**config.mk**
```make
export PLATFORM = sky130hd
export DESIGN_NAME = systolic_feeder_flat
export DESIGN_NICKNAME = d
export VERILOG_FILES = /design/src/rtl/systolic_pkg.sv /design/src/rtl/systolic_feeder_if.sv /design/src/rtl/systolic_skew_line.sv /design/src/rtl/systolic_feeder.sv /design/src/flat_wrapper.sv
export SDC_FILE = /design/constraint.sdc
export NUM_CORES = 1
export LEC_CHECK = 0
export CORE_AREA = 2 2 506 508
export DETAILED_ROUTE_END_ITERATION = 8
export DIE_AREA = 0 0 508 510
export PLACE_DENSITY = 0.34
export SYNTH_ARGS = -nofsm -noshare
export SYNTH_HDL_FRONTEND = slang
export SYNTH_SLANG_ARGS = --single-unit
```
**constraint.sdc**
```tcl
create_clock -name clk -period 2.15 [get_ports clk]
set_input_delay 0.43 -clock clk [delete_from_list [all_inputs] [get_ports clk]]
set_output_delay 0.43 -clock clk [all_outputs]
set_load 0.01 [all_outputs]
```
**src/rtl/systolic_pkg.sv**
```systemverilog
// Shared types and constants for the systolic array datapath.
// Used by the feeder and the array so both agree on element width and drain length.
package systolic_pkg;

  localparam int SYS_DATA_WIDTH = 32;

  typedef enum logic [1:0] {
    IDLE   = 2'd0,
    LOAD   = 2'd1,
    STREAM = 2'd2,
    DRAIN  = 2'd3
  } feeder_state_t;

  // Cycles for the last activation to traverse both skew and array columns.
  function automatic int drain_cycles(input int rows, input int cols);
    return rows + cols - 1;
  endfunction

endpackage

```
**src/rtl/systolic_feeder_if.sv**
```systemverilog
// Weight and activation handshake channels into the systolic feeder.
// master = upstream producer, slave = feeder.
interface systolic_feeder_if #(
  parameter int DATA_WIDTH = systolic_pkg::SYS_DATA_WIDTH,
  parameter int ARRAY_ROWS = 4,
  parameter int ARRAY_COLS = 4
);

  logic                                                w_valid;
  logic                                                w_ready;
  logic [ARRAY_ROWS-1:0][ARRAY_COLS-1:0][DATA_WIDTH-1:0] w_data;
  logic                                                a_valid;
  logic                                                a_ready;
  logic [ARRAY_ROWS-1:0][DATA_WIDTH-1:0]               a_data;
  logic                                                a_last;

  modport master (
    output w_valid, w_data, a_valid, a_data, a_last,
    input  w_ready, a_ready
  );

  modport slave (
    input  w_valid, w_data, a_valid, a_data, a_last,
    output w_ready, a_ready
  );

endinterface

```
**src/rtl/systolic_skew_line.sv**
```systemverilog
// One lane's delay chain: {valid, data} shifted through DEPTH registers.
// Synchronous active-low reset flushes everything in flight.
module systolic_skew_line #(
  parameter int DATA_WIDTH = 32,
  parameter int DEPTH      = 1
) (
  input  logic                  clk,
  input  logic                  rst_n,
  input  logic                  head_valid,
  input  logic [DATA_WIDTH-1:0] head_data,
  output logic                  tail_valid,
  output logic [DATA_WIDTH-1:0] tail_data
);

  logic [DEPTH:1]                 vld_pipe;
  logic [DEPTH:1][DATA_WIDTH-1:0] dat_pipe;

  always_ff @(posedge clk) begin
    if (!rst_n) begin
      vld_pipe <= '0;
      dat_pipe <= '0;
    end else begin
      vld_pipe[1] <= head_valid;
      dat_pipe[1] <= head_data;
      for (int i = 2; i <= DEPTH; i++) begin
        vld_pipe[i] <= vld_pipe[i-1];
        dat_pipe[i] <= dat_pipe[i-1];
      end
    end
  end

  assign tail_valid = vld_pipe[DEPTH];
  assign tail_data  = dat_pipe[DEPTH];

endmodule

```
**src/rtl/systolic_feeder.sv**
```systemverilog
// Transmit side of the systolic array: latches a weight matrix, pulses the load,
// streams activations with a per-lane diagonal skew, then drains the tile.
module systolic_feeder
  import systolic_pkg::*;
#(
  parameter int DATA_WIDTH = SYS_DATA_WIDTH,
  parameter int ARRAY_ROWS = 4,
  parameter int ARRAY_COLS = 4,
  parameter int CNT_W      = $clog2(ARRAY_ROWS + ARRAY_COLS) + 1
) (
  input  logic                                                 clk,
  input  logic                                                 rst_n,
  systolic_feeder_if.slave                                     feed,
  output logic                                                 weights_load,
  output logic [ARRAY_ROWS-1:0][ARRAY_COLS-1:0][DATA_WIDTH-1:0] weight_data,
  output logic [ARRAY_ROWS-1:0][DATA_WIDTH-1:0]                array_data,
  output logic [ARRAY_ROWS-1:0]                                array_valid,
  output logic                                                 busy,
  output logic                                                 drain_done
);

  localparam logic [CNT_W-1:0] DRAIN_LEN = CNT_W'(drain_cycles(ARRAY_ROWS, ARRAY_COLS));

  feeder_state_t    state, state_nxt;
  logic [CNT_W-1:0] cnt, cnt_nxt;
  logic             w_fire, a_fire;

  assign w_fire = feed.w_valid && feed.w_ready;
  assign a_fire = feed.a_valid && feed.a_ready;
  assign busy   = (state != IDLE);

  always_ff @(posedge clk) begin
    if (!rst_n) begin
      state       <= IDLE;
      cnt         <= '0;
      weight_data <= '0;
    end else begin
      state <= state_nxt;
      cnt   <= cnt_nxt;
      if (w_fire) weight_data <= feed.w_data;
    end
  end

  always_comb begin
    state_nxt    = state;
    cnt_nxt      = cnt;
    feed.w_ready = 1'b0;
    feed.a_ready = 1'b0;
    weights_load = 1'b0;
    drain_done   = 1'b0;
    case (state)
      IDLE: begin
        feed.w_ready = 1'b1;
        if (feed.w_valid) state_nxt = LOAD;
      end
      LOAD: begin
        weights_load = 1'b1;
        state_nxt    = STREAM;
      end
      STREAM: begin
        feed.a_ready = 1'b1;
        if (feed.a_valid && feed.a_last) begin
          state_nxt = DRAIN;
          cnt_nxt   = DRAIN_LEN;
        end
      end
      DRAIN: begin
        cnt_nxt = cnt - CNT_W'(1);
        // Counter hits zero on this edge: final drain cycle.
        if (cnt <= CNT_W'(1)) begin
          drain_done = 1'b1;
          state_nxt  = IDLE;
        end
      end
      default: state_nxt = IDLE;
    endcase
  end

  // Bubbles and drain cycles inject zeros with valid low at every lane head.
  for (genvar j = 0; j < ARRAY_ROWS; j++) begin : g_lane
    logic [DATA_WIDTH-1:0] head_data;
    assign head_data = a_fire ? feed.a_data[j] : '0;

    systolic_skew_line #(
      .DATA_WIDTH (DATA_WIDTH),
      .DEPTH      (j + 1)
    ) u_line (
      .clk        (clk),
      .rst_n      (rst_n),
      .head_valid (a_fire),
      .head_data  (head_data),
      .tail_valid (array_valid[j]),
      .tail_data  (array_data[j])
    );
  end

endmodule

```
**src/flat_wrapper.sv**
```systemverilog
// flat-port wrapper written by rule: the top's interface ports become plain ports
module systolic_feeder_flat import systolic_pkg::*;
#(
  parameter int DATA_WIDTH = SYS_DATA_WIDTH,
  parameter int ARRAY_ROWS = 4,
  parameter int ARRAY_COLS = 4,
  parameter int CNT_W      = $clog2(ARRAY_ROWS + ARRAY_COLS) + 1
)
  (clk, rst_n, weights_load, weight_data, array_data, array_valid, busy, drain_done, feed_w_valid, feed_w_data, feed_a_valid, feed_a_data, feed_a_last, feed_w_ready, feed_a_ready);
  systolic_feeder_if #(.DATA_WIDTH(DATA_WIDTH), .ARRAY_ROWS(ARRAY_ROWS), .ARRAY_COLS(ARRAY_COLS)) feed_i ();
  input  logic clk;
  input  logic rst_n;
  output logic weights_load;
  output logic [ARRAY_ROWS-1:0][ARRAY_COLS-1:0][DATA_WIDTH-1:0] weight_data;
  output logic [ARRAY_ROWS-1:0][DATA_WIDTH-1:0] array_data;
  output logic [ARRAY_ROWS-1:0] array_valid;
  output logic busy;
  output logic drain_done;
  input wire logic [$bits(feed_i.w_valid)-1:0] feed_w_valid;
  input wire logic [$bits(feed_i.w_data)-1:0] feed_w_data;
  input wire logic [$bits(feed_i.a_valid)-1:0] feed_a_valid;
  input wire logic [$bits(feed_i.a_data)-1:0] feed_a_data;
  input wire logic [$bits(feed_i.a_last)-1:0] feed_a_last;
  output wire logic [$bits(feed_i.w_ready)-1:0] feed_w_ready;
  output wire logic [$bits(feed_i.a_ready)-1:0] feed_a_ready;
  assign feed_i.w_valid = feed_w_valid;
  assign feed_i.w_data = feed_w_data;
  assign feed_i.a_valid = feed_a_valid;
  assign feed_i.a_data = feed_a_data;
  assign feed_i.a_last = feed_a_last;
  assign feed_w_ready = feed_i.w_ready;
  assign feed_a_ready = feed_i.a_ready;
  systolic_feeder #(.DATA_WIDTH(DATA_WIDTH), .ARRAY_ROWS(ARRAY_ROWS), .ARRAY_COLS(ARRAY_COLS), .CNT_W(CNT_W)) u_core (.clk(clk), .rst_n(rst_n), .feed(feed_i), .weights_load(weights_load), .weight_data(weight_data), .array_data(array_data), .array_valid(array_valid), .busy(busy), .drain_done(drain_done));
endmodule
```
==> key figures <==
Floorplanning
  – IO Pins: 1,294
  – Row cnt: 185
  – Die Span X: 508 µm
  – Core Footprint: 253,000 µm²
  – Initial Utilization: 0.114
  – Die Y: 510 µm
  – Die area: 259,000 µm²

Logic synthesis
  – Simple-gate area share of the yosys netlist: 0.207
  – Synth Area in Adders: 0.00260
  – XOR/XNOR Fraction of Synth Area: 0
  – Syn Inst Count: 3,053
  – Unique cell type count in the Yosys netlist: 33
  – Register area share after synthesis: 0.584
  – FFs w/ async S/R, synth: 0
  – Mux share of post-synthesis cell area: 0.000693
  – Synth warnings: 0
  – EDFF count, synth: 0
  – Top_reg_cell synth: dfxtp_1
  – Syn Area/Cell: 9.46 µm²
  – Mapped Area: 28,900 µm²
  – Post-synthesis net count: 3,704
  – Flops & latches, synth: 842
  – Post-synthesis compound-gate area fraction: 0.137
  – Largest family of logic cells by synthesized area: simple AND/OR/NAND/NOR gates

Global route
  – GRT overflow: 0
  – Largest net degree at the start of global routing: 111
  – Vias in the first global route: 25,300
  – GR Util All Layers: 0.124
  – First-pass GRT wire length: 223,000 µm
  – Antenna violations before repair: 86

Timing
  – Slew Limit Fails: 0
  – WHS: 0.190 ns
  – Final Cycle Share: 1.01
  – Skew final: 0.0808 ns
  – RSZ-0062 raised after global routing: yes
  – Slew @ Worst Pin: 0.511 ns
  – Final setup viols: 1
  – Post-layout worst setup margin: -0.0305 ns
  – Rel. slew slack: 0.661
  – Final hold vios: 0
  – Max Freq: 459 MHz
  – Minimum clock period: 2.18 ns
  – Post-Route Setup TNS: -0.0305 ns

Worst setup path
  – CP arrival: 1.75 ns
  – Worst Setup Path Type: reg2out
  – CP Capture Type: output port
  – Crit path max fanout: 5
  – Worst Setup Start Kind: flop
  – WP data required: 1.72 ns

Clock tree
  – CTS tree: done
  – Cts-stage hold buffer count: 0
  – Worst-path clk slew: 0.06 ns
  – Longest Clk Path Bufs: 3
  – CTS sink count: 842
  – Clk Tree Root Cell: clkbuf_16
  – Num CTS Buffers: 112
  – Htree depth: 3
  – Worst skew pair latency: 0.75 ns

Pwr
  – Power, Total: 52.4 mW
  – Power Density: 1070 nW/µm²
  – Leak pwr: 20.3 nW
  – Maximum vdd drop: 617 µV

Cells and area
  – Commonest non-fill, non-tap cell in the layout: nand2_1
  – Layout fillers: 28,300
  – Share of layout cells above drive strength 1: 0.0820
  – Syn-to-layout area delta: 68.8%
  – Post-route insts no fill: 7,732
  – Final #Nets: 4,928
  – Layout Cell Area excl Fill: 48,700 µm²
  – Utilization after layout: 0.192
  – Commonest cells after routing, fill and taps aside: 1,029 x nand2_1, 819 x dfxtp_1, 741 x clkdlybuf4s50_1

Detailed routing
  – Final ANT Viol Nets: 0
  – Total wire length: 169,000 µm
  – Vias per inst: 3.28
  – DR vias: 25,400
  – Avg WL per Cell: 21.8 µm
  – First-pass iteration count of the detailed router: 5
  – Iter 0 DRT Violations: 1,270
  – # DRC: 0

Status
  – Failing checks: negative setup slack
  – Outcome: complete, but fails checks

Placed design
  – Hpwl dp: 137,000 µm
  – PortBufs: 1,293
  – Placed insts: 7,527
  – Final Wtd Congestion: 0.886
  – Post-DP Area: 45,500 µm²
  – Pre-CTS setup slack: -0.129 ns

Worst hold path
  – Hold Path Class: in2reg

Run
  – Max-cap viol count: 0
[final cells by class]
cell class | count | area [µm²] | share of cell area
Sequential cell | 842 | 16900 | 0.347
Timing Repair Buffer | 1418 | 13700 | 0.281
Multi-Input combinational cell | 1898 | 10100 | 0.208
Tap cell | 3366 | 4210 | 0.0864
Clock buffer | 155 | 3200 | 0.0657
Clock inverter | 34 | 518 | 0.0106
Antenna cell | 14 | 35.0 | 0.000719
Inverter | 5 | 23.8 | 0.000488
[sequential cells by signal, summed over array words and instances (netlist names)]
register and flops:
u_core.weight_data 512, u_core.cnt 4, u_core.state 2, u_core.g_lane.u_line.dat_pipe 192, u_core.g_lane.u_line.tail_data 128, u_core.g_lane.u_line.vld_pipe 4
[metal layers]
metal,vias up,track usage,wire length (µm)
li1,12000,-,-
met1,11900,0.140,66200
met2,1142,0.211,79500
met3,281,0.0595,19300
met4,30,0.0286,3540
met5,-,0,189
[repair_timing]
item / CTS / global route
endpoints found under the setup margin: 543 / 13
buffers inserted: 2 / 1
pin swaps: 2 / 3
gates resized for setup: 625 / 26
[synthesized netlist by cell type (2+ instances only)]
library cell | n | area [µm²]
nand2_1 | 1029 | 3860
dfxtp_1 | 842 | 16900
a21boi_1 | 480 | 3600
and2_1 | 326 | 2040
clkbuf_1 | 126 | 473
buf_4 | 106 | 796
buf_6 | 50 | 563
a21boi_0 | 33 | 248
buf_2 | 21 | 105
ha_1 | 6 | 75.1
inv_1 | 5 | 18.8
nand3_1 | 4 | 20.0
buf_1 | 2 | 7.51
mux2i_1 | 2 | 20.0
nor2b_1 | 2 | 12.5
o211a_1 | 2 | 20.0
[path summary, 6_finish.rpt]
check                                        from                                     to  slack, ns  depth (start not counted)
max reg2reg                       u_core.state[0]                u_core.weight_data[185]       0.23                          8
min reg2reg  u_core.g_lane[3].u_line.dat_pipe[74]  u_core.g_lane[3].u_line.tail_data[10]       0.43                          1
min                                         rst_n                u_core.weight_data[175]       0.19                          3
max                                 u_core.cnt[0]                             drain_done      -0.03                          5
[worst max-delay path, cell delays in order, from the launching register on]
cell,delay (ns)
dfxtp_4,0.37
inv_4,0.06
ha_4,0.14
o21bai_4,0.07
nor3b_4,0.22
buf_6,0.15
[where the power goes]
| part | switching [mW] | internal [mW] | total [mW] | leakage [nW] |
|---|---|---|---|---|
| sequential | 1.24 | 17.7 | 19.0 | 6.87 |
| clock | 7.74 | 11.4 | 19.1 | 1.80 |
| combinational | 8.19 | 6.07 | 14.3 | 11.6 |
[cell families after synthesis]
group                    after synthesis
adder cells (fa/ha/maj)                6
flip-flops                           842
AND/OR/NAND/NOR                     1367
buffers and inverters                313
AO/OA/AOI/OAI                        523
multiplexers                           2
No activity file was read; power rests on OpenSTA's default activity.
